## config.mk

```make
export PLATFORM = sky130hd
export DESIGN_NAME = bram_burst_port_master
export DESIGN_NICKNAME = d
export VERILOG_FILES = /design/src/rtl/bram_burst_port_master.sv
export SDC_FILE = /design/constraint.sdc
export NUM_CORES = 1
export LEC_CHECK = 0
export ABC_AREA = 1
export CELL_PAD_IN_SITES_DETAIL_PLACEMENT = 1
export CELL_PAD_IN_SITES_GLOBAL_PLACEMENT = 2
export CORE_MARGIN = 1.5
export CORE_UTILIZATION = 32
export CTS_BUF_LIST = sky130_fd_sc_hd__clkbuf_4
export CTS_CLUSTER_DIAMETER = 60
export DETAILED_ROUTE_END_ITERATION = 8
export PLACE_DENSITY = 0.89
export SLEW_MARGIN = 40
export SYNTH_ARGS = -nofsm -noshare
export SYNTH_HDL_FRONTEND = slang
export SYNTH_SLANG_ARGS = --single-unit
```

## constraint.sdc

```tcl
create_clock -name BRAM_Clk -period 2.1 [get_ports BRAM_Clk]
set_input_delay 0.315 -clock BRAM_Clk [delete_from_list [all_inputs] [get_ports BRAM_Clk]]
set_output_delay 0.315 -clock BRAM_Clk [all_outputs]
set_load 0.01 [all_outputs]
```

## src/rtl/bram_burst_port_master.sv

```systemverilog
// Burst initiator for a 32-bit BRAM port: turns word-burst commands into single-cycle
// BRAM accesses and streams read data back through a small response FIFO.
module bram_burst_port_master #(
  parameter int unsigned C_MEMSIZE     = 'h4000,
  parameter int unsigned C_PORT_DWIDTH = 32,
  parameter int unsigned C_PORT_AWIDTH = 32,
  parameter int unsigned C_NUM_WE      = 4,
  parameter int unsigned C_LEN_W       = 8,
  parameter int unsigned C_RSP_DEPTH   = 4
) (
  input  logic                     BRAM_Clk,
  input  logic                     BRAM_Rst_N,
  input  logic                     cmd_valid,
  output logic                     cmd_ready,
  input  logic                     cmd_write,
  input  logic [0:C_PORT_AWIDTH-1] cmd_addr,
  input  logic [C_LEN_W-1:0]       cmd_len,
  input  logic                     wr_valid,
  output logic                     wr_ready,
  input  logic [0:C_PORT_DWIDTH-1] wr_data,
  input  logic [0:C_NUM_WE-1]      wr_be,
  output logic                     rsp_valid,
  input  logic                     rsp_ready,
  output logic [0:C_PORT_DWIDTH-1] rsp_data,
  output logic                     rsp_last,
  output logic                     cmd_done,
  output logic                     BRAM_EN,
  output logic [0:C_NUM_WE-1]      BRAM_WEN,
  output logic [0:C_PORT_AWIDTH-1] BRAM_Addr,
  output logic [0:C_PORT_DWIDTH-1] BRAM_Dout,
  input  logic [0:C_PORT_DWIDTH-1] BRAM_Din,
  output logic                     BRAM_Rst
);
  localparam int AW        = C_PORT_AWIDTH;
  localparam int PW        = $clog2(C_RSP_DEPTH);
  localparam int CW        = PW + 2;
  localparam int NB        = C_LEN_W + 1;
  localparam int RD_STAGES = 2;
  localparam logic [0:AW-1] OFF_MASK   = AW'(C_MEMSIZE - 1);
  localparam logic [0:AW-1] ALIGN_MASK = ~AW'(3);

  typedef enum logic [1:0] {IDLE, WR, RD, DRAIN} state_t;
  typedef struct packed {
    logic                     last;
    logic [0:C_PORT_DWIDTH-1] data;
  } rsp_t;

  state_t               state, state_nxt;
  logic [0:AW-1]        cur, cur_nxt;
  logic [NB-1:0]        beats;
  logic [RD_STAGES:1]   vld_pipe, last_pipe;
  rsp_t                 fifo_mem [C_RSP_DEPTH];
  rsp_t                 head;
  logic [PW-1:0]        wptr, rptr;
  logic [PW:0]          fifo_count;
  logic [CW-1:0]        occ;
  logic                 cmd_acc, wr_acc, wr_last, rd_issue, push, pop, rd_done;

  assign cmd_acc  = cmd_valid & cmd_ready;
  assign wr_acc   = wr_valid & wr_ready;
  assign wr_last  = wr_acc && (beats == NB'(1));
  // Reads in flight already own a FIFO slot, so they count against the depth.
  assign occ      = CW'(fifo_count) + CW'(vld_pipe[1]) + CW'(vld_pipe[2]);
  assign rd_issue = (state == RD) && (beats != '0) && (occ < CW'(C_RSP_DEPTH));
  assign push     = vld_pipe[RD_STAGES];
  assign head     = fifo_mem[rptr];
  assign rsp_valid = (fifo_count != '0);
  assign pop      = rsp_valid & rsp_ready;
  assign rd_done  = (state == RD) && pop && head.last;
  assign rsp_data = head.data;
  assign rsp_last = rsp_valid & head.last;
  assign BRAM_Rst = 1'b0;
  // Offset wraps inside the memory window; base bits above it are held.
  assign cur_nxt  = (cur & ~OFF_MASK) | ((cur + AW'(4)) & OFF_MASK);

  always_ff @(posedge BRAM_Clk or negedge BRAM_Rst_N) begin
    if (!BRAM_Rst_N) state <= IDLE;
    else             state <= state_nxt;
  end

  always_comb begin
    state_nxt = state;
    case (state)
      IDLE:    if (cmd_acc) state_nxt = cmd_write ? WR : RD;
      WR:      if (wr_last) state_nxt = IDLE;
      RD:      if (rd_done) state_nxt = DRAIN;
      default: state_nxt = IDLE;
    endcase
  end

  always_comb begin
    cmd_ready = 1'b0;
    wr_ready  = 1'b0;
    case (state)
      IDLE:    cmd_ready = BRAM_Rst_N;
      WR:      wr_ready  = 1'b1;
      default: ;
    endcase
  end

  always_ff @(posedge BRAM_Clk or negedge BRAM_Rst_N) begin
    if (!BRAM_Rst_N) begin
      cur       <= '0;
      beats     <= '0;
      cmd_done  <= 1'b0;
      BRAM_EN   <= 1'b0;
      BRAM_WEN  <= '0;
      BRAM_Addr <= '0;
      BRAM_Dout <= '0;
      vld_pipe  <= '0;
      last_pipe <= '0;
    end else begin
      cmd_done  <= wr_last | rd_done;
      BRAM_EN   <= 1'b0;
      BRAM_WEN  <= '0;
      vld_pipe  <= {vld_pipe[RD_STAGES-1:1], rd_issue};
      last_pipe <= {last_pipe[RD_STAGES-1:1], rd_issue && (beats == NB'(1))};
      if (cmd_acc) begin
        cur   <= cmd_addr & ALIGN_MASK;
        beats <= NB'(cmd_len) + NB'(1);
      end
      if (wr_acc) begin
        BRAM_EN   <= 1'b1;
        BRAM_WEN  <= wr_be;
        BRAM_Dout <= wr_data;
        BRAM_Addr <= cur;
        cur       <= cur_nxt;
        beats     <= beats - NB'(1);
      end
      if (rd_issue) begin
        BRAM_EN   <= 1'b1;
        BRAM_Addr <= cur;
        cur       <= cur_nxt;
        beats     <= beats - NB'(1);
      end
    end
  end

  // Din belongs to the access issued two edges earlier.
  always_ff @(posedge BRAM_Clk or negedge BRAM_Rst_N) begin
    if (!BRAM_Rst_N) begin
      for (int i = 0; i < int'(C_RSP_DEPTH); i++) fifo_mem[i] <= '0;
      wptr       <= '0;
      rptr       <= '0;
      fifo_count <= '0;
    end else begin
      if (push) begin
        fifo_mem[wptr] <= {last_pipe[RD_STAGES], BRAM_Din};
        wptr           <= wptr + PW'(1);
      end
      if (pop) rptr <= rptr + PW'(1);
      case ({push, pop})
        2'b10:   fifo_count <= fifo_count + 1'b1;
        2'b01:   fifo_count <= fifo_count - 1'b1;
        default: ;
      endcase
    end
  end

endmodule

```

==> results.md <==
STA:
- The number of hold violations in the final report is 0.
- For the pin with the worst max-slew slack, the measured transition is 0.673 ns.
- The least setup slack across all paths after layout is -0.167 ns.
- Setup repair after global routing could not meet its margin everywhere.
- The setup skew after layout is 0.0244 ns.
- The count of pins over their slew limit is 0.
- After layout, the minimum clock period comes to 2.27 ns.
- The final count of negative-setup-slack endpoints is 33.
- The worst pin sits at a relative slew slack of 55.1%.
- Of the available clock period, the critical path in the final layout requires 108%.
- For this run, the top clock speed supported by timing is 441 MHz.

GRT:
- The total overflow reported by the global router is 0.
- The first global-routing pass estimated 55100 um of wire.
- Entering global routing, the biggest net connects 143 pins.
- The overall global routing resource usage is 19.4%.
- The via count of the first global-routing pass is 10600.
- The number of antenna violations at the first check in global routing is 3.

Finish:
- The number of filler instances in the final layout is 3917.
- The area growth from synthesis to layout is 39.3%.
- Registers take 6310 um^2.
- After routing the design area is 15400 um^2.
- The share of layout cells above drive strength 1 is 21.3%.
- The leading cell type in the layout, fill and taps excluded is sky130_fd_sc_hd__nand2_1.
- The library cells used most frequently in the layout, excluding fill and tap cells, are 301 x sky130_fd_sc_hd__nand2_1, 248 x sky130_fd_sc_hd__dfrtp_1, 176 x sky130_fd_sc_hd__clkdlybuf4s50_1, 157 x sky130_fd_sc_hd__o21ai_0, 106 x sky130_fd_sc_hd__clkbuf_4.
- Leaving out filler cells and counting taps, the final layout contains 1992.
- The net total in the final layout is 1618.
- The multi-input combinational cells in the finished layout cover a total of 4350 um^2.

Power:
- Summed over all cells, the static leakage comes to 7.34 nW.
- IR analysis of the VDD net gives a maximum drop of 0.731 mV.
- Total power for the finished layout comes to 0.0251 W.
- The power per cell area is 1630 nW/um^2.

Floorplanning:
- The starting density of the core is 32.7%.
- The floorplan has 67 rows.
- The number of top-level pins is 221.
- The die extent in y is 189 um.
- The core box area is 33800 um^2.
- From left edge to right edge, the die measures 189 um.
- The die covers 35600 um^2.

Logic synthesis:
- sky130_fd_sc_hd__dfrtp_1 takes more of the synthesized area than any other cell.
- After synthesis, the largest area contributor takes up 57.1% of total cell area.
- In this run, distinct cell masters in the synthesized netlist total 35.
- For this run, the number of Yosys warnings is 0.
- The synthesis-stage register bit count is 252.
- The cell count after synthesis came out at 1213.
- The mapped netlist covers 11000 um^2.
- A synthesized cell averages 9.10 um^2.
- Sorting the synthesized cells by area gives the leading types as sky130_fd_sc_hd__dfrtp_1 57%, sky130_fd_sc_hd__nand2_1 10%, sky130_fd_sc_hd__o21ai_0 9.2%.
- The fraction of the yosys area taken by sequential cells is 57.1%.

Drt:
- The count of routing violations after the opening detailed-route iteration is 351.
- The per-cell via count in the routed design is 4.77.
- The total via count in the routed design is 9504.
- The total wirelength of the detailed-routed design is 34000 um.
- The post-detailed-route DRC marker count is 0.
- The wire length per cell after detailed routing is 17.1 um.
- The count of antenna-violating nets left after detailed routing is 0.
- For this run, the detailed router's first-pass iteration total came to 4.

Setup path:
- At the worst endpoint, the required time is 1.78 ns.
- The largest incremental delay on the critical path is 0.41 ns.
- The highest fanout seen on the critical path is 7.
- Data on the critical path arrives at its endpoint at 1.95 ns.
- The critical path goes through buf_12 > buf_4 > clkbuf_16 > nor2_2 > o22ai_1 > buf_2.
- The kind of start point of the critical path is a flip-flop.
- The endpoint kind of the worst setup timing path is an output port.
- The setup path with the least slack is of type flip-flop to output port.
- Among all stages on the critical path, the largest delay is contributed by sky130_fd_sc_hd__dfrtp_2.

CTS:
- CTS placed an instance of sky130_fd_sc_hd__clkbuf_4 at the clock tree root.
- The maximum buffer depth of the clock tree is 3.
- TritonCTS built the clock tree.
- TritonCTS created 74 clock buffers.
- The clock-pin slew reported for the worst setup and hold paths after clock tree synthesis is 0.06 ns.
- The tree built by TritonCTS fans out to 252 sinks.
- The total number of H-tree levels is 3.
- The clock reaches the later pin of the worst-skew pair after 0.72 ns.

Placement:
- The routability congestion estimate from global placement is 0.748.
- The count of buffers added on input and output ports is 215.
- The placed standard-cell area is 13900 um^2.
- The detailed-placement wirelength estimate is 20800 um.
- In this run, placement finished with an instance count of 1841.
- The setup slack at placement is -0.0122 ns.

Outcome:
- The run finished, with violations left.
- The checks that failed: negative setup slack.

Min path:
- In this run the worst hold path is classified as input pin to flip-flop.

Flow run:
- The number of violations of the max-capacitance limit is 0.
[area by class of cell]
cell class | instances | share of cell area, %
repair buffers | 273 | 18.7
inverters | 84 | 2.26
well taps | 448 | 3.64
clock inverters | 20 | 0.862
clock buffers | 106 | 5.17
repair inverters | 1 | 0.0732
flip-flops and latches | 252 | 41.0
multi-input cells | 807 | 28.3
diodes | 1 | 0.0163
[registers in the layout, summed over array words and instances, names as in the netlist, 3 cells and up]
signal	cells
beats	9
fifo_mem	132
BRAM_Dout	32
fifo_count	3
BRAM_Addr	30
cur	30
BRAM_WEN	4
[routing by layer]
| metal | share of wire, % | global-route usage, % | up-vias |
|---|---|---|---|
| li1 | - | - | 4566 |
| met5 | 0.050 | 0 | - |
| met2 | 48 | 32.4 | 257 |
| met4 | 1.7 | 6.50 | 2 |
| met3 | 8.3 | 7.28 | 59 |
| met1 | 42 | 23.0 | 4620 |
[critical path: cells and delay by family (launching register included)]
family / cells / cell delay [ns]
buffers and inverters: 4 / 0.67
AOI/OAI and AO/OA: 1 / 0.08
DFF: 1 / 0.41
and+or+nand+nor: 1 / 0.10
[cell usage after synthesis, drive strengths merged]
library cell / instances
nor3: 6
buf: 34
xnor2: 2
a31o: 1
dfrtp: 252
a21oi: 14
clkinv: 1
inv: 83
o22ai: 32
o21ai: 204
nand4: 4
xor2: 17
conb: 1
clkbuf: 38
nor4: 2
fa: 1
and2: 2
nor2: 98
nand3: 55
nand2: 313
o211ai: 10
mux2: 32
ha: 10
a21boi: 1
[stage by stage]
| stage | hold WS, ns | util (%) | setup TNS [ns] |
|---|---|---|---|
| final | 0.121 | 45.5 | -4.06 |
| after global routing | 0.0494 | 45.5 | -7.87 |
| after CTS | 0.0237 | 44.8 | -6.93 |
| after detailed placement | 0.344 | 41.0 | -0.0122 |
| after global placement | 0.335 | 41.0 | 0 |
| after floorplan | 0.0194 | - | 0 |
[kinds of logic (layout without fill, tap and decap cells)]
family / Yosys count / count (layout) / share of synthesized area [%]
and+or+nand+nor: 480 / 480 / 17.6
adders and majority gates: 11 / 11 / 1.31
AOI/OAI and AO/OA: 262 / 262 / 12.5
xor gates and xnor gates: 19 / 19 / 1.51
other: 1 / 4 / 0.0340
buffers and inverters: 156 / 484 / 6.05
muxes: 32 / 32 / 3.81
DFF: 252 / 252 / 57.1
[timing repair]
action | CTS | global route
cloned | 8 | 4
endpoints found under the setup margin | 37 | 55
resized for setup | 235 | 58
pin swaps | 17 | 3
setup buffers | 9 | 1
hold endpoints to repair | 252 | 0
hold buffers | 1 | 0
[where the power goes]
part | total, W | internal, W | switching (W)
logic | 0.0116 | 0.00550 | 0.00615
clock network | 0.00473 | 0.00256 | 0.00217
registers | 0.00869 | 0.00723 | 0.00146
total | 0.0251 | 0.0153 | 0.00978
[worst paths after layout]
check	start	slack, ns	end	depth (start not counted)
setup / recovery	rptr[0]	-0.17	rsp_data[17]	6
hold / removal	wr_be[3]	0.12	BRAM_WEN[3]	3
setup reg to reg	fifo_count[0]	0.21	cur[29]	11
hold reg to reg	last_pipe[1]	0.35	last_pipe[2]	0
max in group asynchronous	BRAM_Rst_N	1.13	BRAM_Addr[1]	4
min in group asynchronous	BRAM_Rst_N	0.22	beats[3]	3
No activity file was read; power rests on OpenSTA's default activity.
